==> src/rtl/pingpong_bank_reader_if.sv <==
// Bank-read and output-stream signals of the ping-pong read engine.
// master = the read engine, slave = bank storage, writer control and consumer.
interface pingpong_bank_reader_if #(
    parameter int unsigned DATAW = 8,
    parameter int unsigned ADDRW = 3
) ();
    logic             start;
    logic             fulla;
    logic             fullb;
    logic [DATAW-1:0] rdataa;
    logic [DATAW-1:0] rdatab;
    logic             outready;
    logic [ADDRW-1:0] rdaddr;
    logic             rena;
    logic             renb;
    logic [DATAW-1:0] outdata;
    logic             outvalid;
    logic             releasea;
    logic             releaseb;
    logic             complete;
    logic             bsel;

    modport master (
        input  start, fulla, fullb, rdataa, rdatab, outready,
        output rdaddr, rena, renb, outdata, outvalid, releasea, releaseb, complete, bsel
    );

    modport slave (
        output start, fulla, fullb, rdataa, rdatab, outready,
        input  rdaddr, rena, renb, outdata, outvalid, releasea, releaseb, complete, bsel
    );
endinterface

==> src/rtl/pingpong_bank_reader.sv <==
// Drains the filled ping-pong bank (strict A->B order) onto a valid/ready stream,
// then pulses a release for that bank.
module pingpong_bank_reader #(
    parameter int unsigned DATAW = 8,
    parameter int unsigned ADDRW = 3
) (
    input logic                    readclk,
    input logic                    reset,
    pingpong_bank_reader_if.master bus
);

    typedef enum logic [1:0] {StWaitBank, StRead, StRelease} state_e;

    // Issue counter runs 0..Depth, hence one bit wider than the address.
    localparam logic [ADDRW:0] Depth = {1'b1, {ADDRW{1'b0}}};

    state_e           state_q, state_d;
    logic [ADDRW:0]   cnt_q, cnt_d;
    logic             inflight_q, inflight_d;
    logic             bsel_q, bsel_d;
    logic [DATAW-1:0] outdata_q, outdata_d;
    logic             outvalid_q, outvalid_d;

    logic issue;
    logic xfer;
    logic last_xfer;
    logic rena, renb, releasea, releaseb, complete;

    assign xfer      = outvalid_q && bus.outready;
    assign last_xfer = xfer && (cnt_q == Depth) && !inflight_q;
    assign issue     = (state_q == StRead) && !inflight_q &&
                       (!outvalid_q || bus.outready) && (cnt_q != Depth);

    always_ff @(posedge readclk) begin
        if (reset) begin
            state_q <= StWaitBank;
        end else begin
            state_q <= state_d;
        end
    end

    always_comb begin
        state_d = state_q;
        unique case (state_q)
            StWaitBank: begin
                // Only the expected bank may start a drain, so banks are never skipped.
                if (bus.start && (bsel_q ? bus.fullb : bus.fulla)) begin
                    state_d = StRead;
                end
            end
            StRead: begin
                if (last_xfer) begin
                    state_d = StRelease;
                end
            end
            StRelease: state_d = StWaitBank;
            default:   state_d = StWaitBank;
        endcase
    end

    always_comb begin
        rena     = issue && !bsel_q;
        renb     = issue && bsel_q;
        releasea = (state_q == StRelease) && !bsel_q;
        releaseb = (state_q == StRelease) && bsel_q;
        complete = (state_q == StRelease);
    end

    always_comb begin
        cnt_d      = cnt_q;
        inflight_d = issue;
        bsel_d     = bsel_q;
        outdata_d  = outdata_q;
        outvalid_d = outvalid_q;

        if (issue) begin
            cnt_d = cnt_q + 1'b1;
        end
        if (state_q == StRelease) begin
            cnt_d  = '0;
            bsel_d = ~bsel_q;
        end

        // Read data arrives one cycle after the strobe; the output slot is always free then.
        if (inflight_q) begin
            outdata_d  = bsel_q ? bus.rdatab : bus.rdataa;
            outvalid_d = 1'b1;
        end else if (xfer) begin
            outvalid_d = 1'b0;
        end
    end

    always_ff @(posedge readclk) begin
        if (reset) begin
            cnt_q      <= '0;
            inflight_q <= 1'b0;
            bsel_q     <= 1'b0;
            outdata_q  <= '0;
            outvalid_q <= 1'b0;
        end else begin
            cnt_q      <= cnt_d;
            inflight_q <= inflight_d;
            bsel_q     <= bsel_d;
            outdata_q  <= outdata_d;
            outvalid_q <= outvalid_d;
        end
    end

    assign bus.rdaddr   = cnt_q[ADDRW-1:0];
    assign bus.rena     = rena;
    assign bus.renb     = renb;
    assign bus.outdata  = outdata_q;
    assign bus.outvalid = outvalid_q;
    assign bus.releasea = releasea;
    assign bus.releaseb = releaseb;
    assign bus.complete = complete;
    assign bus.bsel     = bsel_q;

endmodule

==> src/flat_wrapper.sv <==
// flat-port wrapper written by rule: the top's interface ports become plain ports
module pingpong_bank_reader_flat 
#(
    parameter int unsigned DATAW = 8,
    parameter int unsigned ADDRW = 3
)
  (readclk, reset, bus_start, bus_fulla, bus_fullb, bus_rdataa, bus_rdatab, bus_outready, bus_rdaddr, bus_rena, bus_renb, bus_outdata, bus_outvalid, bus_releasea, bus_releaseb, bus_complete, bus_bsel);
  pingpong_bank_reader_if #(.DATAW(DATAW), .ADDRW(ADDRW)) bus_i ();
  input logic readclk;
  input logic reset;
  input wire logic [$bits(bus_i.start)-1:0] bus_start;
  input wire logic [$bits(bus_i.fulla)-1:0] bus_fulla;
  input wire logic [$bits(bus_i.fullb)-1:0] bus_fullb;
  input wire logic [$bits(bus_i.rdataa)-1:0] bus_rdataa;
  input wire logic [$bits(bus_i.rdatab)-1:0] bus_rdatab;
  input wire logic [$bits(bus_i.outready)-1:0] bus_outready;
  output wire logic [$bits(bus_i.rdaddr)-1:0] bus_rdaddr;
  output wire logic [$bits(bus_i.rena)-1:0] bus_rena;
  output wire logic [$bits(bus_i.renb)-1:0] bus_renb;
  output wire logic [$bits(bus_i.outdata)-1:0] bus_outdata;
  output wire logic [$bits(bus_i.outvalid)-1:0] bus_outvalid;
  output wire logic [$bits(bus_i.releasea)-1:0] bus_releasea;
  output wire logic [$bits(bus_i.releaseb)-1:0] bus_releaseb;
  output wire logic [$bits(bus_i.complete)-1:0] bus_complete;
  output wire logic [$bits(bus_i.bsel)-1:0] bus_bsel;
  assign bus_i.start = bus_start;
  assign bus_i.fulla = bus_fulla;
  assign bus_i.fullb = bus_fullb;
  assign bus_i.rdataa = bus_rdataa;
  assign bus_i.rdatab = bus_rdatab;
  assign bus_i.outready = bus_outready;
  assign bus_rdaddr = bus_i.rdaddr;
  assign bus_rena = bus_i.rena;
  assign bus_renb = bus_i.renb;
  assign bus_outdata = bus_i.outdata;
  assign bus_outvalid = bus_i.outvalid;
  assign bus_releasea = bus_i.releasea;
  assign bus_releaseb = bus_i.releaseb;
  assign bus_complete = bus_i.complete;
  assign bus_bsel = bus_i.bsel;
  pingpong_bank_reader #(.DATAW(DATAW), .ADDRW(ADDRW)) u_core (.readclk(readclk), .reset(reset), .bus(bus_i));
endmodule
==> config.mk <==
export PLATFORM = sky130hd
export DESIGN_NAME = pingpong_bank_reader_flat
export DESIGN_NICKNAME = d
export VERILOG_FILES = /design/src/rtl/pingpong_bank_reader_if.sv /design/src/rtl/pingpong_bank_reader.sv /design/src/flat_wrapper.sv
export SDC_FILE = /design/constraint.sdc
export NUM_CORES = 1
export LEC_CHECK = 0
export BUFFER_PORTS_ARGS = -buffer_cell sky130_fd_sc_hd__buf_2
export CORE_MARGIN = 2
export CORE_UTILIZATION = 46
export CTS_CLUSTER_SIZE = 25
export DETAILED_ROUTE_END_ITERATION = 7
export GPL_TIMING_DRIVEN = 0
export PLACE_DENSITY_LB_ADDON = 0.05
export SYNTH_ARGS = -nofsm -noshare
export SYNTH_HDL_FRONTEND = slang
export SYNTH_SLANG_ARGS = --single-unit
==> constraint.sdc <==
create_clock -name readclk -period 1.5 [get_ports readclk]
set_input_delay 0.075 -clock readclk [delete_from_list [all_inputs] [get_ports readclk]]
set_output_delay 0.075 -clock readclk [all_outputs]
set_load 0.01 [all_outputs]
* Yosys cells after proc, flatten, opt, wreduce, memory -nomap -nowiden
Index checks and enable logic that the tools add are counted.
** Storage, ports and cells
- Bits in registers :: 17
- Input port bits :: 22
- Output and inout bits :: 18
- Word-level logic and storage cells :: 40
** Operators by class
- Add/sub/neg operators :: 1
- Equality and inequality tests :: 6
- Multiplexer cells :: 7
- Bitwise operators :: 1
- Reductions and logical operators :: 19
** Operators with widths (count)
- $logic_and A1 B1 Y1 :: 11
- $mux W8 :: 1
- $add A4 B1 Y4 const B :: 1
- $eq A4 B4 Y1 const B :: 1
- $mux W2 :: 2
- $ne A2 B1 Y1 const B :: 2
- $ne A4 B4 Y1 const B :: 1
- $pmux W2 S2 :: 1
- $logic_not A1 Y1 :: 3
- $mux W1 :: 3
- $eq A2 B1 Y1 const B :: 1
- $eq A2 B2 Y1 const B :: 1
- $logic_not A2 Y1 :: 1
- $reduce_and A2 Y1 :: 1
- $reduce_bool A2 Y1 :: 1
- $reduce_or A2 Y1 :: 1
- $logic_or A1 B1 Y1 :: 1
- $not A1 Y1 :: 1

* Depth between registers and ports, before layout
- Depth in word-level cells :: 5
- Depth in mapped cells :: 5
- Depth with buffers taken out :: 5

* Least setup slack after synthesis
No wires, ideal clock.
- Kind :: reg2reg
- From :: register u_core.state_q[1]
- To :: register u_core.cnt_q[3]
- Library setup time :: 74 ps
- Arrival :: 1287 ps
- Data required time :: 1426 ps
- Path slack :: 138 ps
- Stages on the path, launching flop included :: 5
- Buffers on the path :: 1
- Period minus slack after synthesis :: 1362 ps
- Path through :: dfxtp_1 > buf_6 > or3b_1 > or4_1 > a31oi_1
** Between the ends
- Word-level cells in the longest chain between the ends :: 4
- Elaborated cells on any way between the ends :: 6
- Classes of those cells :: eq/ne: 2; reduce/logical: 4
** Ends and longest elaborated chain
- start: declaration :: line pingpong_bank_reader.sv:17 : state_e state_q, state_d;
- start signal: assignment :: line pingpong_bank_reader.sv:36 : state_q <= StWaitBank;
- start signal: assignment :: line pingpong_bank_reader.sv:38 : state_q <= state_d;
- $eq A2 B1 Y1 :: line pingpong_bank_reader.sv:31 : assign issue = (state_q == StRead) && !inflight_q &&
- $logic_and A1 B1 Y1 (2 in series) :: line pingpong_bank_reader.sv:31
- $logic_and A1 B1 Y1 :: line pingpong_bank_reader.sv:32 : (!outvalid_q || bus.outready) && (cnt_q != Depth);
- end signal: assignment :: line pingpong_bank_reader.sv:101 : cnt_q <= cnt_d;
- end: declaration :: line pingpong_bank_reader.sv:18 : logic [ADDRW:0] cnt_q, cnt_d;
Parallel ways exist; a longest one is shown, timed or not.
A chain may end at the register's enable or synchronous reset.

* Final worst setup path
- From :: register u_core.cnt_q[1]
- To :: output bus_renb
** Between the ends
- Word-level cells in the longest chain between the ends :: 3
** Ends and longest elaborated chain
- $ne A4 B4 Y1 :: line pingpong_bank_reader.sv:32
- $logic_and A1 B1 Y1 :: line pingpong_bank_reader.sv:32
- $logic_and A1 B1 Y1 :: line pingpong_bank_reader.sv:63 : renb = issue && bsel_q;
- end: declaration :: line flat_wrapper.sv:19 : output wire logic [$bits(bus_i.renb)-1:0] bus_renb;
No other way between the ends.

==> impl_metrics.env <==
export IMPL_status="complete, no violations"
export IMPL_netlist_area_um2=913
export IMPL_period_share_pct=99.7
export IMPL_ctsLongestPathBuffers=2
export IMPL_routabilityCongestion=0.871
export IMPL_core_mm2=0.00192
export IMPL_first_pass_iters=4
export IMPL_cp_start_kind="flop"
export IMPL_rsz0062_at_grt="yes"
export IMPL_synth_flop_cell="dfxtp_1"
export IMPL_dieArea_mm2=0.00236
export IMPL_finalHoldViolCount=0
export IMPL_die_x_um=48.6
export IMPL_synthTopCellsByCount="dfxtp_1 (17), nor2_1 (10), a211oi_1 (9)"
export IMPL_area_growth_pct=36.8
export IMPL_arrival_ns=1.42
export IMPL_worst_setup_path_type="reg -> out"
export IMPL_synth_seq_cells=17
export IMPL_min_path_cells=3
export IMPL_clkSlewWorstSetupHoldPaths_ns=0.10
export IMPL_yosysWarnings=0
export IMPL_antenna_found_initial=0
export IMPL_final_nets=177
export IMPL_worstMarginPinSlew_ns=0.495
export IMPL_drt_total_wl_um=2200
export IMPL_drv_cap=0
export IMPL_synth_edff_count=0
export IMPL_final_cell_area_mm2=0.00125
export IMPL_whs_endpoint="u_core.state_q[0]"
export IMPL_grt_overflow_total=0
export IMPL_slowest_stage="dfxtp_4"
export IMPL_required_ns=1.42
export IMPL_cts_sinks=17
export IMPL_synth_cell_type_count=32
export IMPL_yosysSeqAreaShare_pct=37.3
export IMPL_rows=16
export IMPL_fmax_mhz=669
export IMPL_grt_usage_pct=20.4
export IMPL_h_tree_depth=1
export IMPL_synth_nets=129
export IMPL_synthTopCellsByArea="dfxtp_1 (37%), mux2i_1 (8.8%), a211oi_1 (7.4%), nor2_1 (4.1%), nor3_1 (3.3%)"
export IMPL_via_count=950
export IMPL_start_util_pct=47.5
export IMPL_setup_viol=0
export IMPL_slowest_delay_ns=0.37
export IMPL_grt_max_degree=11
export IMPL_post_drt_wl_per_cell_um=12.3
export IMPL_hp_start="bus_start"
export IMPL_tritoncts="built"
export IMPL_drc_errors=0
export IMPL_root_buffer="clkbuf_4"
export IMPL_drv_slew=0
export IMPL_utilization_pct=65.0
export IMPL_clk_latency_ns=0.29
export IMPL_r2r_start="u_core.state_q[1]"
export IMPL_drive_gt1_share_pct=43.4
export IMPL_synth_area_per_cell_um2=8.70
export IMPL_slew_headroom_pct=67.0
export IMPL_portBuffers=38
export IMPL_reg2reg_depth=4
export IMPL_num_io_pins=40
export IMPL_vdd_drop_max_v=0.000476
export IMPL_grt_pass1_vias=889
export IMPL_num_antenna_cells=0
export IMPL_r2r_setup_slack_ns=0.05
export IMPL_ant_nets=0
export IMPL_endpoint_kind="output port"
export IMPL_synth_top_cell_area_share_pct=37.3
export IMPL_r2r_end="u_core.cnt_q[3]"
export IMPL_placed_area_mm2=0.00114
export IMPL_finalCriticalPeriod_ns=1.50
export IMPL_fin_skew_ns=0.00531
export IMPL_grt_pass1_wl_um=3800
export IMPL_die_h_um=48.6
export IMPL_critPathMaxFanout=3
export IMPL_yosysMostFrequentCell="dfxtp_1"
export IMPL_cellPowerDensity_mw_per_mm2=732
export IMPL_leakage_uw=0.000525
export IMPL_numCtsBuffers=3
export IMPL_synthCells=105
export IMPL_drt_first_iter_violations=18
export IMPL_hp_class="in -> reg"
export IMPL_crit_chain="inv_4, ha_4, nand3b_1, nand3_2, nor3_2, buf_2"
export IMPL_vias_per_cell=5.31
export IMPL_dpl_hpwl_um=1560
export IMPL_synth_async_reset_ratio_pct=0
export IMPL_yosysTopAreaCell="dfxtp_1"
==> final cells by class <==
| type | instances | area (µm²) |
|---|---|---|
| inverter | 6 | 25.0 |
| multi-input combinational | 72 | 523 |
| timing repair buffer | 43 | 228 |
| clock buffer | 4 | 26.3 |
| fill | 189 | 672 |
| tap | 27 | 33.8 |
| buffer | 10 | 65.1 |
| sequential | 17 | 349 |
==> critical path, delay by kind of cell, from the launching register on <==
family,cells,cell delay (ns)
adders and majority gates,1,0.14
buffers and inverters,2,0.18
DFF,1,0.37
and+or+nand+nor,3,0.44
==> cell families after synthesis <==
group	synth area share, %
buffers and inverters	8.77
xor gates and xnor gates	0.959
DFF	37.3
AOI/OAI and AO/OA	17.7
and+or+nand+nor	22.6
muxes	10.0
adders and majority gates	2.74
==> placed cells by master (no fill, tap or decap), types with 3 or more instances in the layout <==
| master | count |
|---|---|
| buf_4 | 9 |
| nor2b_1 | 3 |
| o311ai_0 | 3 |
| clkbuf_1 | 4 |
| mux2i_1 | 8 |
| a31oi_1 | 4 |
| nand4_1 | 3 |
| dfxtp_1 | 14 |
| buf_2 | 38 |
| nor3_1 | 4 |
| nor2_1 | 10 |
| clkbuf_4 | 4 |
| a211oi_1 | 9 |
| inv_1 | 3 |
| o21ai_0 | 4 |
==> what timing repair did <==
item                       CTS  global route
setup buffers                3             2
hold buffers                 0             0
resized for setup           13             6
pin swaps                    4             3
setup endpoints to repair    3             4
==> state kept, by name, summed over array words and instances (netlist names) <==
register	count
u_core.cnt_q	4
u_core.bus.outvalid	1
u_core.bus.bsel	1
u_core.state_q	2
u_core.inflight_q	1
u_core.bus.outdata	8
==> power breakdown <==
group | internal [µW] | switching [µW]
Sequential | 472 | 14.1
Clock | 104 | 147
Combinational | 88.9 | 88.3
==> per-layer routing <==
layer  vias up  global-route usage [%]  part of all wire, %
met2        26                    35.2                   52
met4         0                    8.57                 0.91
met3         2                    4.01                  3.9
met1       444                    24.7                   43
met5         -                       0                    0
li1        478                       -                    -
==> stage by stage <==
step                hold slack (ns)  setup slack (ns)  setup TNS [ns]  cells  power (µW)
floorplan                     0.243             0.138               0    105         586
global placement              0.362         -0.000880       -0.000880    170         645
detailed placement            0.364           -0.0347         -0.0579    170         649
CTS                          0.0406          0.000939               0    177         911
global route                 0.0661           -0.0607          -0.118    179         966
finish                       0.0480           0.00469               0    179         915
==> how the worst max path moves through the flow <==
| stage | start | endpoint | slack (ns) | depth (start not counted) |
|---|---|---|---|---|
| global route | u_core.cnt_q[1] | bus_rena | -0.06 | 6 |
| CTS | u_core.cnt_q[1] | bus_renb | 0.0009 | 6 |
| detailed placement | u_core.cnt_q[0] | bus_rena | -0.03 | 6 |
| global placement | u_core.cnt_q[0] | bus_rena | -0.0009 | 6 |
| finish | u_core.cnt_q[1] | bus_renb | 0.005 | 6 |
| floorplan | u_core.state_q[1] | u_core.cnt_q[3] | 0.14 | 4 |
(Power assumes the default switching activity.)
